===== src/rtl/clint_pkg.sv =====
// clint_pkg: register offsets, reset constants and address decode for clint_timer.
// Latency: none (declarations and a pure function only).
// Backpressure: not applicable.
package clint_pkg;

   // Byte offsets inside the block. Bits [1:0] are always ignored by decode.
   localparam logic [4:0] CLINT_MSIP        = 5'h00;
   localparam logic [4:0] CLINT_MTIMECMP_LO = 5'h08;
   localparam logic [4:0] CLINT_MTIMECMP_HI = 5'h0C;
   localparam logic [4:0] CLINT_MTIME_LO    = 5'h10;
   localparam logic [4:0] CLINT_MTIME_HI    = 5'h14;

   // mtimecmp powers up at the maximum so timer_irq stays low until software arms it.
   localparam logic [63:0] MTIMECMP_RST = 64'hFFFF_FFFF_FFFF_FFFF;

   typedef enum logic [2:0] {
      SEL_NONE,
      SEL_MSIP,
      SEL_MTIMECMP_LO,
      SEL_MTIMECMP_HI,
      SEL_MTIME_LO,
      SEL_MTIME_HI
   } reg_sel_e;

   // Word-aligned decode; unmapped offsets map to SEL_NONE.
   function automatic reg_sel_e clint_decode(input logic [4:0] addr);
      logic [4:0] word_addr;
      word_addr = {addr[4:2], 2'b00};
      case (word_addr)
         CLINT_MSIP:        return SEL_MSIP;
         CLINT_MTIMECMP_LO: return SEL_MTIMECMP_LO;
         CLINT_MTIMECMP_HI: return SEL_MTIMECMP_HI;
         CLINT_MTIME_LO:    return SEL_MTIME_LO;
         CLINT_MTIME_HI:    return SEL_MTIME_HI;
         default:           return SEL_NONE;
      endcase
   endfunction

endpackage


===== src/rtl/clint_tick_gen.sv =====
// clint_tick_gen: prescaler producing one tick every TICK_DIV core clocks.
// Latency: tick is combinational from the counter; restart takes effect at the next edge.
// Backpressure: none; free-running, restart forces the count back to 0.
// Ports: clk, rst (sync, active-high), restart (reload count to 0), tick (mtime increment strobe).
module clint_tick_gen #(
   parameter int TICK_DIV = 1
) (
   input  logic clk,
   input  logic rst,
   input  logic restart,
   output logic tick
);

   localparam int CW = (TICK_DIV > 1) ? $clog2(TICK_DIV) : 1;
   localparam logic [CW-1:0] LAST = CW'(TICK_DIV - 1);

   logic [CW-1:0] cnt;

   // With TICK_DIV=1 LAST is 0, so the counter sits at 0 and tick is constant high.
   assign tick = (cnt == LAST);

   always_ff @(posedge clk) begin
      if (rst) begin
         cnt <= '0;
      end else if (restart || tick) begin
         cnt <= '0;
      end else begin
         cnt <= cnt + 1'b1;
      end
   end

endmodule


===== src/rtl/clint_timer.sv =====
// clint_timer: machine timer (mtime/mtimecmp) and software interrupt (msip) registers.
// Latency: every access answered one cycle after the request; timer_irq lags the compare by one cycle.
// Backpressure: none; always ready, accepts a request every cycle.
// Ports: clk, rst (sync, active-high); req_valid/req_we/req_addr/req_wdata bus request;
//        resp_valid/resp_rdata response; timer_irq (mtime >= mtimecmp, registered); soft_irq (msip[0]).
// Build option: define CLINT_MSIP_EN to implement msip; otherwise offset 0x00 is unmapped and soft_irq=0.
module clint_timer
   import clint_pkg::*;
#(
   parameter int TICK_DIV = 1
) (
   input  logic        clk,
   input  logic        rst,
   input  logic        req_valid,
   input  logic        req_we,
   input  logic [4:0]  req_addr,
   input  logic [31:0] req_wdata,
   output logic        resp_valid,
   output logic [31:0] resp_rdata,
   output logic        timer_irq,
   output logic        soft_irq
);

   logic [63:0] mtime;
   logic [63:0] mtimecmp;
   logic [31:0] msip_rd;
   logic [31:0] rd_mux;
   logic        tick;
   logic        wr_en;
   logic        wr_mtime_lo;
   logic        wr_mtime_hi;
   reg_sel_e    sel;

   // Byte-lane bits are ignored by the decode.
   logic unused_addr_lsb;
   assign unused_addr_lsb = ^req_addr[1:0];

   assign sel         = clint_decode(req_addr);
   assign wr_en       = req_valid && req_we;
   assign wr_mtime_lo = wr_en && (sel == SEL_MTIME_LO);
   assign wr_mtime_hi = wr_en && (sel == SEL_MTIME_HI);

   clint_tick_gen #(
      .TICK_DIV (TICK_DIV)
   ) u_tick_gen (
      .clk     (clk),
      .rst     (rst),
      .restart (wr_mtime_lo || wr_mtime_hi),
      .tick    (tick)
   );

   // A half write replaces the increment for that cycle, so a low-half write
   // also drops any carry the tick would have pushed into the high half.
   always_ff @(posedge clk) begin
      if (rst) begin
         mtime <= '0;
      end else if (wr_mtime_lo) begin
         mtime[31:0] <= req_wdata;
      end else if (wr_mtime_hi) begin
         mtime[63:32] <= req_wdata;
      end else if (tick) begin
         mtime <= mtime + 64'd1;
      end
   end

   always_ff @(posedge clk) begin
      if (rst) begin
         mtimecmp <= MTIMECMP_RST;
      end else if (wr_en && (sel == SEL_MTIMECMP_LO)) begin
         mtimecmp[31:0] <= req_wdata;
      end else if (wr_en && (sel == SEL_MTIMECMP_HI)) begin
         mtimecmp[63:32] <= req_wdata;
      end
   end

   always_ff @(posedge clk) begin
      if (rst) begin
         timer_irq <= 1'b0;
      end else begin
         timer_irq <= (mtime >= mtimecmp);
      end
   end

`ifdef CLINT_MSIP_EN
   logic msip;

   always_ff @(posedge clk) begin
      if (rst) begin
         msip <= 1'b0;
      end else if (wr_en && (sel == SEL_MSIP)) begin
         msip <= req_wdata[0];
      end
   end

   assign soft_irq = msip;
   assign msip_rd  = {31'b0, msip};
`else
   assign soft_irq = 1'b0;
   assign msip_rd  = '0;
`endif

   always_comb begin
      rd_mux = '0;
      case (sel)
         SEL_MSIP:        rd_mux = msip_rd;
         SEL_MTIMECMP_LO: rd_mux = mtimecmp[31:0];
         SEL_MTIMECMP_HI: rd_mux = mtimecmp[63:32];
         SEL_MTIME_LO:    rd_mux = mtime[31:0];
         SEL_MTIME_HI:    rd_mux = mtime[63:32];
         default:         rd_mux = '0;
      endcase
   end

   // Read data is captured from the pre-edge register values; writes answer 0.
   always_ff @(posedge clk) begin
      if (rst) begin
         resp_valid <= 1'b0;
         resp_rdata <= '0;
      end else begin
         resp_valid <= req_valid;
         resp_rdata <= (req_valid && !req_we) ? rd_mux : 32'd0;
      end
   end

endmodule


===== config.mk =====
export PLATFORM = sky130hd
export DESIGN_NAME = clint_timer
export DESIGN_NICKNAME = d
export VERILOG_FILES = /design/src/rtl/clint_pkg.sv /design/src/rtl/clint_tick_gen.sv /design/src/rtl/clint_timer.sv
export SDC_FILE = /design/constraint.sdc
export NUM_CORES = 1
export LEC_CHECK = 0
export ABC_AREA = 1
export ABC_CLOCK_PERIOD_IN_PS = 4800
export CAP_MARGIN = 10
export CORE_AREA = 3 3 156 158
export CTS_BUF_LIST = sky130_fd_sc_hd__clkbuf_8
export CTS_CLUSTER_SIZE = 28
export DETAILED_ROUTE_END_ITERATION = 7
export DIE_AREA = 0 0 159 161
export GPL_TIMING_DRIVEN = 0
export HOLD_SLACK_MARGIN = 0.12
export RECOVER_POWER = 25
export SYNTH_ARGS = -nofsm -noshare
export SYNTH_HDL_FRONTEND = slang
export SYNTH_SLANG_ARGS = --single-unit

===== constraint.sdc =====
create_clock -name clk -period 4.8 [get_ports clk]
set_clock_uncertainty 0.05 [all_clocks]
set_input_delay 0.96 -clock clk [delete_from_list [all_inputs] [get_ports clk]]
set_output_delay 0.96 -clock clk [all_outputs]
set_load 0.02 [all_outputs]

# Word-level counts from Yosys, hierarchy flattened
# Cells that the tools add are included.
dict set report totals {
  out_inout_bits 35
  wordCells 47
  regBits 163
  input_bits 41
}
dict set report op_classes {
  n_addsub 2
  order_cmp 1
  n_bitwise 4
  n_reduce_logical 15
  n_eq_ne 11
  mux 6
}
# operator n
set op_table {}
lappend op_table {{$pmux W32 S4} 1}
lappend op_table {{$mux W32} 3}
lappend op_table {{$add A64 B1 Y64 const B} 1}
lappend op_table {{$ge A64 B64 Y1} 1}
lappend op_table {{$mux W64} 1}
lappend op_table {{$pmux W3 S5} 1}
lappend op_table {{$eq A3 B2 Y1 const B} 4}
lappend op_table {{$eq A3 B3 Y1 const B} 4}
lappend op_table {{$logic_and A1 B1 Y1} 6}
lappend op_table {{$ne A2 B2 Y1 const B} 3}
lappend op_table {{$reduce_and A2 Y1} 3}
lappend op_table {{$not A1 Y1} 4}
lappend op_table {{$reduce_or A2 Y1} 2}
lappend op_table {{$logic_not A3 Y1} 1}
lappend op_table {{$logic_or A1 B1 Y1} 2}
lappend op_table {{$add A1 B1 Y1 const B} 1}
lappend op_table {{$logic_not A1 Y1} 1}

# Depth between registers and ports, before layout
# Gate-level depths: netlist of run 1.
dict set report depth {
  ltp_word 7
  ltp_mapped 14
}

# Cells and area by module
# A second synthesis of run 1 with hierarchy kept.
dict set report hier_totals {
  cells_unflattened 1597
  area_unflattened_um2 10174.8
}
# mod cells_per_inst area_per_inst_um2 instances
set by_module_without_submodules {}
lappend by_module_without_submodules {clint_timer 1594 10147.2 1}
lappend by_module_without_submodules {clint_tick_gen 3 27.5 1}

# Worst setup path before layout of run 1
# Ideal clock, no wire load.
dict set report synth_timing {
  path_type {input -> register}
  start {input req_addr[3]}
  end {register mtimecmp[0]}
  t_required_ns 4.627
  path_slack_ns 2.553
  path_stages 10
  t_arrival_ns 2.074
  setup_ns 0.123
  cell_sequence {inv_1 -> nor2_1 -> inv_1 -> nor2_4 -> inv_1 -> nor2_1 -> buf_2 -> inv_1 -> a21oi_1 -> o21ai_0}
}
dict set report synth_via {
  elab_chain_len 4
  word_cells_on_any_way 8
}
# element line_no
set synth_lines {}
lappend synth_lines {{start, declared} clint_timer.sv:16} ;# input logic [4:0] req_addr,
lappend synth_lines {{$eq A3 B3 Y1 (tied with other cells)} clint_pkg.sv:29} ;# case (word_addr)
lappend synth_lines {{$pmux W3 S5 *} clint_pkg.sv:29}
lappend synth_lines {{$eq A3 B2 Y1 *} clint_timer.sv:69} ;# end else if (wr_en && (sel == SEL_MTIMECMP_LO)) begin
lappend synth_lines {{$logic_and A1 B1 Y1 *} clint_timer.sv:69}
lappend synth_lines {{end signal, assigned} clint_timer.sv:70} ;# mtimecmp[31:0] <= req_wdata;
lappend synth_lines {{end, declared} clint_timer.sv:25} ;# logic [63:0] mtimecmp;
# Every way passes the cells marked *; elsewhere a longest branch is shown, timed or not.
# A chain may end at the register's enable or synchronous reset.

# Final worst setup path of run 1
dict set report layout_timing {
  start {input req_addr[3]}
  end {register mtimecmp[30]}
}
# The elaborated chain is that of the path after synthesis.

==> flow_summary.ini, run 1 <==
[worst_setup_path]
cp-end-kind = flop
crit_start = req_addr[3]
cp_data_arrival_time_ns = 4.11
required_ns = 5.08
start_kind = input port
timing.rr.start = mtime[1]
cp_max_fo = 10
crit_type = input port to flop

[cells_and_area]
area_growth_syn_to_layout_pct = 14.68
final_common_cell = nand2_1
postLayoutCellArea_mm2 = 0.01182
nets = 1802
num_antenna_cells = 0
layout-drive-gt1-share = 0.04272
mostFrequentLayoutCells = 467 x nand2_1, 243 x nor2_1, 198 x inv_1

[global_routing]
grt_pass1_wl_mm = 66.27
first_global_vias = 10500
antenna_found_initial = 0
grt_usage = 0.3455
grt_overflow_total = 0
grt_max_degree = 17

[route]
route.detailed.drc = 0
firstDrtPassIters = 6
drt-total-wl_mm = 44.73
viasPerCell = 5.561
route.vias.total = 11280
wl_per_cell_um = 22.06
ant_nets = 0
first_iter_violations = 1241

[synth]
synth_edf_count = 0
syn_area_per_cell_um2 = 6.420
synth_seq_cells = 163
ys_warn_count = 0
ys_async_sr_fraction = 0
synthMuxAreaShare = 0
netlist-cell-type-count = 35
synth-xor-area-share = 0.01445
synth-compound-area-share = 0.1747
synthCells = 1605
synth-seq-area-share = 0.3167
synth_fa_ha_area_frac = 0.07893
synthSimpleGateAreaFrac = 0.3145
synth_top_family_by_area = simple AND/OR/NAND/NOR gates
synth_ff_type = dfxtp_1
synth_area_mm2 = 0.01030

[floorplan]
die_x_um = 159
die_area_mm2 = 0.02560
core_mm2 = 0.02326
pin_count = 76
die_y_um = 161
start_util = 0.4429
rows = 56

[clocking]
cts-hold-fix-buffers = 0
insertion_delay_ns = 0.50
cts_tree = built
cts_sinks = 163
cts_buffers = 17
clk_transition_reported_paths_ns = 0.10
cts_root_buf = clkbuf_8
clk_path_buf_depth = 2
h-tree-depth = 4
postCtsSetupBuffers = 0
cts_resized = 0

[place]
dpl.hpwl_mm = 35.86
placed_cell_area_mm2 = 0.01142
port_buffers = 71
gp_congestion = 1.042

[sta]
whs_ns = 0.4738
hold_viol_final = 0
final.setup.tns_ns = 0
period_minus_slack_ns = 3.831
rsz0062_at_grt = false
tightest_slew_ns = 1.039
fmax_mhz = 261.0
timing.final.crit_share = 0.7981
maxSlewHeadroom = 0.3047
slew_viol_final = 0
setup_viol = 0

[power_and_ir_drop]
p_sw_w = 0.0008513
internal_power_w = 0.002005
pwr-share-comb = 0.103
ir_drop_uv = 131.9
power_density_mw_per_mm2 = 241.7
seq_power_share = 0.493
p_leak_nw = 5.305
clockPowerShare = 0.404
switching_share = 0.2980

[outcome]
status = completed

[worst_hold_path]
min_from = mtimecmp[23]
min_path_type = flop to flop

[run]
maxCapViolations = 0
## cells by family (layout without fill, tap and decap cells)
group                      count (synthesis)  after routing
AOI/OAI and AO/OA                        286            286
xor gates and xnor gates                  17             17
adders and majority gates                 65             65
buffers and inverters                    264            367
DFF                                      163            163
other                                      1              2
and+or+nand+nor                          809            809
## routing by layer
metal / track usage / routed length, um
met2: 0.5289 / 19140
met5: 0 / 0
met1: 0.4917 / 19850
met4: 0.09789 / 1216
met3: 0.07566 / 4521
## Yosys cell counts (2+ instances only)
master      n  area (um2)
a21oi_1    74       370.4
buf_4       3       22.52
a221oi_1   32       280.3
a21o_1      2       15.01
a31oi_1    23       143.9
o211ai_1   62       465.5
nor2_2      4       25.02
nor2_4      4       45.04
o22ai_1    25       156.4
xnor2_1     3       26.28
nand2_1   467        1753
nor3_1     17       85.08
dfxtp_1   163        3263
inv_1     197       739.5
buf_1       6       22.52
nand3b_1    3       22.52
nand3_1    57       285.3
xor2_1     14       122.6
clkbuf_1   31       116.4
inv_2       5       18.77
ha_1       65       813.3
buf_2      19       95.09
a21oi_2     4       35.03
clkinv_1    2       7.510
nand4_1    12       75.07
o21ai_0    62       310.3
nor2_1    241       904.6
## state kept, by name (all words and copies together), names as in the netlist
name and cells:
resp_rdata 32, mtime 64, u_tick_gen.cnt 1, mtimecmp 64, timer_irq 1, resp_valid 1
## stage by stage
step / setup WS (ns) / power [W] / utilization / cells
5_1_grt: 0.8204 / 0.002931 / 0.5080 / 2028
4_1_cts: 1.558 / 0.002858 / 0.5091 / 2028
3_3_place_gp: 1.018 / 0.001728 / 0.4908 / 1996
3_5_place_dp: 1.042 / 0.001729 / 0.4908 / 1996
2_1_floorplan: 2.553 / 0.001580 / - / 1606
6_report: 0.9690 / 0.002856 / 0.5080 / 2028
## worst max-delay path: stages
cell	delay, ns
dlygate4sd3_1	0.52
inv_1	0.07
nor2_1	0.08
inv_1	0.08
nor2_1	0.79
inv_1	0.44
nor2_1	0.25
buf_2	0.35
buf_2	0.41
o211ai_1	0.13
## final cells by class
cell class                      count  area, um2
Timing Repair Buffer               71      710.7
Clock inverter                     15      192.7
Clock buffer                       17      234.0
Buffer                             60      267.8
Multi-Input combinational cell   1179       5983
Tap cell                          319      399.1
Fill cell                        2460      11450
Sequential cell                   163       3263
Inverter                          204      765.7
## power by group through the flow
stage / Clock [W] / Sequential (W) / Combinational (W)
final: 0.00115 / 0.00141 / 0.000295
after global routing: 0.00120 / 0.00141 / 0.000317
after CTS: 0.00116 / 0.00141 / 0.000293
after detailed placement: 0 / 0.00144 / 0.000292
after global placement: 0 / 0.00144 / 0.000291
after floorplan: 0 / 0.00143 / 0.000146
## final timing paths
kind / endpoint / slack [ns] / depth (start not counted)
setup / recovery: mtimecmp[30] / 0.97 / 10
hold / removal: mtimecmp[23] / 0.47 / 2
setup reg to reg: mtime[42] / 2.20 / 10
hold reg to reg: mtimecmp[23] / 0.47 / 2
(Power assumes the default switching activity.)
==> run 2, diff against run 1 <==
Settings changed: ABC_CLOCK_PERIOD_IN_PS 4800 to 3600.
Clock period 4.8 ns to 3.6 ns, I/O delays scaled along.
==> run 2 against run 1 <==
Net effect:
- critical path depth is 1 lower
- combinational power up 34%
- core utilization up 0.065 points
- non-clock buffer count is the same
- critical path type unchanged
- critical endpoint is now mtime[42]
==> flow_summary.ini, run 2 (synthesis results as in run 1) <==
[cells_and_area]
num_antenna_cells = 0
area_growth_syn_to_layout_pct = 14.83
mostFrequentLayoutCells = 467 x nand2_1, 241 x nor2_1, 198 x inv_1
top_regs = mtime (64), mtimecmp (64), resp_rdata (32)
final_common_cell = nand2_1
nets = 1802
layout-drive-gt1-share = 0.04389
finish.utilization = 0.5086
postLayoutCellArea_mm2 = 0.01183

[worst_setup_path]
cp_data_arrival_time_ns = 3.50
crit_family = buffers and inverters
required_ns = 3.99
max_stage_delay_ns = 0.61
worstPathCellList = dlygate4sd3_1, nand3_1, nor2_4, inv_2, clkbuf_1, o21ai_0, nand3b_1, nand2_1, nor2_1
cp_max_fo = 10
cp_slowest_cell = dlygate4sd3_1
cp-end-kind = flop
path_buf_inv = 3
crit_type = input port to flop
start_kind = input port

[place]
dpl.hpwl_mm = 35.86
gp_congestion = 1.042
port_buffers = 71
placed_cell_area_mm2 = 0.01142

[clocking]
cts_sinks = 163
h-tree-depth = 4
clk_path_buf_depth = 2
clk_transition_reported_paths_ns = 0.10
cts_buffers = 17
cts_resized = 0
postCtsSetupBuffers = 0
cts_tree = built
cts-hold-fix-buffers = 0
insertion_delay_ns = 0.50
cts_root_buf = clkbuf_8

[power_and_ir_drop]
p_leak_nw = 5.305
power_density_mw_per_mm2 = 322.6
ir_drop_uv = 177.2
power_w = 0.003816

[sta]
fmax_mhz = 321.3
tightest_slew_ns = 0.9968
setup_viol = 0
whs_ns = 0.4744
final.setup.tns_ns = 0
timing.final.crit_share = 0.8645
period_minus_slack_ns = 3.112
maxSlewHeadroom = 0.3355
hold_viol_final = 0
rsz0062_at_grt = false
slew_viol_final = 0

[floorplan]
start_util = 0.4429
die_y_um = 161
pin_count = 76
rows = 56
die_area_mm2 = 0.02560
core_mm2 = 0.02326
die_x_um = 159

[worst_hold_path]
min_path_type = flop to flop

[global_routing]
grt_overflow_total = 0
grt_max_degree = 17
grt_usage = 0.3455
grt_pass1_wl_mm = 66.27
antenna_found_initial = 0
first_global_vias = 10500

[outcome]
status = completed

[route]
route.detailed.drc = 0
drt-total-wl_mm = 44.80
viasPerCell = 5.571
route.vias.total = 11300
first_iter_violations = 1235
ant_nets = 0
wl_per_cell_um = 22.09
firstDrtPassIters = 5

[run]
maxCapViolations = 0
run 2: cell count changes in the layout (fill, tap and decap cells not counted):
| cell | delta |
|---|---|
| nor2_4 | +2 |
| nor2_1 | -2 |
run 2: routing by layer:
| layer | track usage | up-vias | part of all wire |
|---|---|---|---|
| met5 | 0 | - | 0 |
| met4 | 0.09789 | 0 | 0.025 |
| met3 | 0.07566 | 67 | 0.10 |
| met2 | 0.5289 | 511 | 0.43 |
| met1 | 0.4917 | 5316 | 0.44 |
| li1 | - | 5405 | - |
run 2: worst reg2reg max path, cell delays in order (launching register included):
cell	delay, ns
dfxtp_1	0.45
ha_1	0.32
inv_1	0.14
nor2_2	0.23
nand2_1	0.18
nor2_1	0.21
nand4_1	0.18
o21ai_0	0.48
nand3b_1	0.13
nand2_1	0.08
nor2_1	0.05
run 2: through the flow:
| step | cells | worst slack, ns |
|---|---|---|
| final | 2028 | 0.4878 |
| after global routing | 2028 | 0.3926 |
| after CTS | 2028 | 0.5980 |
| after detailed placement | 1996 | 0.08177 |
| after global placement | 1996 | 0.05849 |
| after floorplan | 1606 | 1.593 |
run 2: path summary, 6_finish.rpt:
path,from,end,slack [ns],depth (start not counted)
worst max-delay path,req_addr[2],mtime[42],0.49,9
worst min-delay path,mtimecmp[23],mtimecmp[23],0.47,2
worst max register to register,mtime[1],mtime[42],0.98,10
worst min register to register,mtimecmp[23],mtimecmp[23],0.47,2
run 2: cell type report:
class / instances / area (um2)
plain buffers: 60 / 267.8
clock buffers: 17 / 234.0
clock inverters: 15 / 192.7
fillers: 2456 / 11430
inverters: 204 / 765.7
multi-input cells: 1179 / 5998
flip-flops and latches: 163 / 3263
well taps: 319 / 399.1
repair buffers: 71 / 710.7
run 2: power by group:
group	switching (W)	total (W)	internal [W]
Combinational	0.000265	0.000395	0.000129
Sequential	0.0000379	0.00188	0.00184
Clock	0.000840	0.00155	0.000706
Total	0.00114	0.00382	0.00267
==> run 3, diff against run 2 <==
Settings changed: ABC_CLOCK_PERIOD_IN_PS 3600 to unset.
Clock period 3.6 ns to 4 ns, I/O delays scaled along.
==> run 3 against run 2 <==
Net effect:
- first-iteration DRC count rose by 4.9%
- largest power group unchanged
- cell area barely moved
- sequential power fell by 10%
- hold slack about the same
- via count down 0.71%
- highest routed layer unchanged
==> flow_summary.ini, run 3 (synthesis results as in run 1) <==
[global_routing]
first_global_vias = 10500
antenna_found_initial = 0
grt_max_degree = 17
grt_overflow_total = 0
grt_pass1_wl_mm = 66.27
grt_usage = 0.3455

[cells_and_area]
top_regs = mtime (64), mtimecmp (64), resp_rdata (32)
layout-drive-gt1-share = 0.04330
num_antenna_cells = 0
nets = 1802
mostFrequentLayoutCells = 467 x nand2_1, 242 x nor2_1, 198 x inv_1
final_common_cell = nand2_1
area_growth_syn_to_layout_pct = 14.75

[sta]
whs_ns = 0.4749
maxSlewHeadroom = 0.3195
rsz0062_at_grt = false
slew_viol_final = 0
hold_viol_final = 0
fmax_mhz = 285.9
period_minus_slack_ns = 3.497
setup_viol = 0
timing.final.crit_share = 0.8743
tightest_slew_ns = 1.021
final.setup.tns_ns = 0

[place]
gp_congestion = 1.042
port_buffers = 71
dpl.hpwl_mm = 35.86

[floorplan]
pin_count = 76
rows = 56
core_mm2 = 0.02326
start_util = 0.4429
die_x_um = 159
die_area_mm2 = 0.02560
die_y_um = 161

[clocking]
cts_tree = built
cts_root_buf = clkbuf_8
cts_resized = 0
cts_sinks = 163
h-tree-depth = 4
cts-hold-fix-buffers = 0
postCtsSetupBuffers = 0
clk_transition_reported_paths_ns = 0.11
insertion_delay_ns = 0.50
cts_buffers = 17
clk_path_buf_depth = 2

[route]
viasPerCell = 5.532
top_layer_used = met4
firstDrtPassIters = 6
drt-met1-wl_mm = 20.14
first_iter_violations = 1295
wl_met3_mm = 4.175
dr_wl_met2_mm = 19.25
route.vias.total = 11220
route.detailed.drc = 0
drt-total-wl_mm = 44.71
ant_nets = 0
wl_per_cell_um = 22.04

[power_and_ir_drop]
pwr-share-comb = 0.103
switching_share = 0.2983
p_leak_nw = 5.305
power_density_mw_per_mm2 = 290.0
p_sw_w = 0.001023
ir_drop_uv = 159.0
seq_power_share = 0.492
clockPowerShare = 0.404
internal_power_w = 0.002406

[run]
maxCapViolations = 0

[worst_setup_path]
cp_max_fo = 10
cp_data_arrival_time_ns = 3.84
cp-end-kind = flop
required_ns = 4.35
crit_type = input port to flop
rrSetupSlack_ns = 1.39
start_kind = input port

[outcome]
status = completed

[worst_hold_path]
min_path_type = flop to flop
==> run 3: cell type report <==
cell class | count | area, um2
Buffer | 60 | 267.8
Fill cell | 2458 | 11440
Clock inverter | 15 | 192.7
Clock buffer | 17 | 234.0
Tap cell | 319 | 399.1
Inverter | 204 | 765.7
Sequential cell | 163 | 3263
Multi-Input combinational cell | 1179 | 5991
Timing Repair Buffer | 71 | 710.7
==> run 3: metal layers <==
metal | up-vias | track usage
li1 | 5413 | -
met1 | 5289 | 0.4917
met5 | - | 0
met4 | 0 | 0.09789
met3 | 65 | 0.07566
met2 | 452 | 0.5289
==> run 3: through the flow <==
stage / area [um2] / power [W] / instances / setup WS (ns) / util
detailed placement: 11420 / 0.002075 / 1996 / 0.4018 / 0.4908
global route: 11820 / 0.003518 / 2028 / 0.4778 / 0.5083
floorplan: 10310 / 0.001896 / 1606 / 1.913 / -
global placement: 11420 / 0.002074 / 1996 / 0.3785 / 0.4908
CTS: 11840 / 0.003430 / 2028 / 0.9180 / 0.5091
finish: 11820 / 0.003429 / 2028 / 0.5027 / 0.5083
==> run 3: path summary, 6_finish.rpt <==
kind	cells after the start	startpoint	end
min	2	mtimecmp[23]	mtimecmp[23]
max	9	req_addr[2]	mtime[42]
max reg2reg	9	mtime[10]	mtime[33]
min reg2reg	2	mtimecmp[23]	mtimecmp[23]
==> run 3: power by group through the flow <==
stage	Combinational, W	Clock [W]	Sequential, W
4_1_cts	0.000352	0.00139	0.00169
5_1_grt	0.000381	0.00145	0.00169
6_report	0.000354	0.00139	0.00169
3_5_place_dp	0.000350	0	0.00172
3_3_place_gp	0.000350	0	0.00172
2_1_floorplan	0.000176	0	0.00172
==> run 3: worst max-delay path, cell delays in order <==
cell and delay (ns):
dlygate4sd3_1 0.64, nand3_1 0.49, nor2_1 0.72, inv_2 0.22
clkbuf_1 0.37, o21ai_0 0.33, nand3b_1 0.13, nand2_1 0.08
nor2_1 0.05
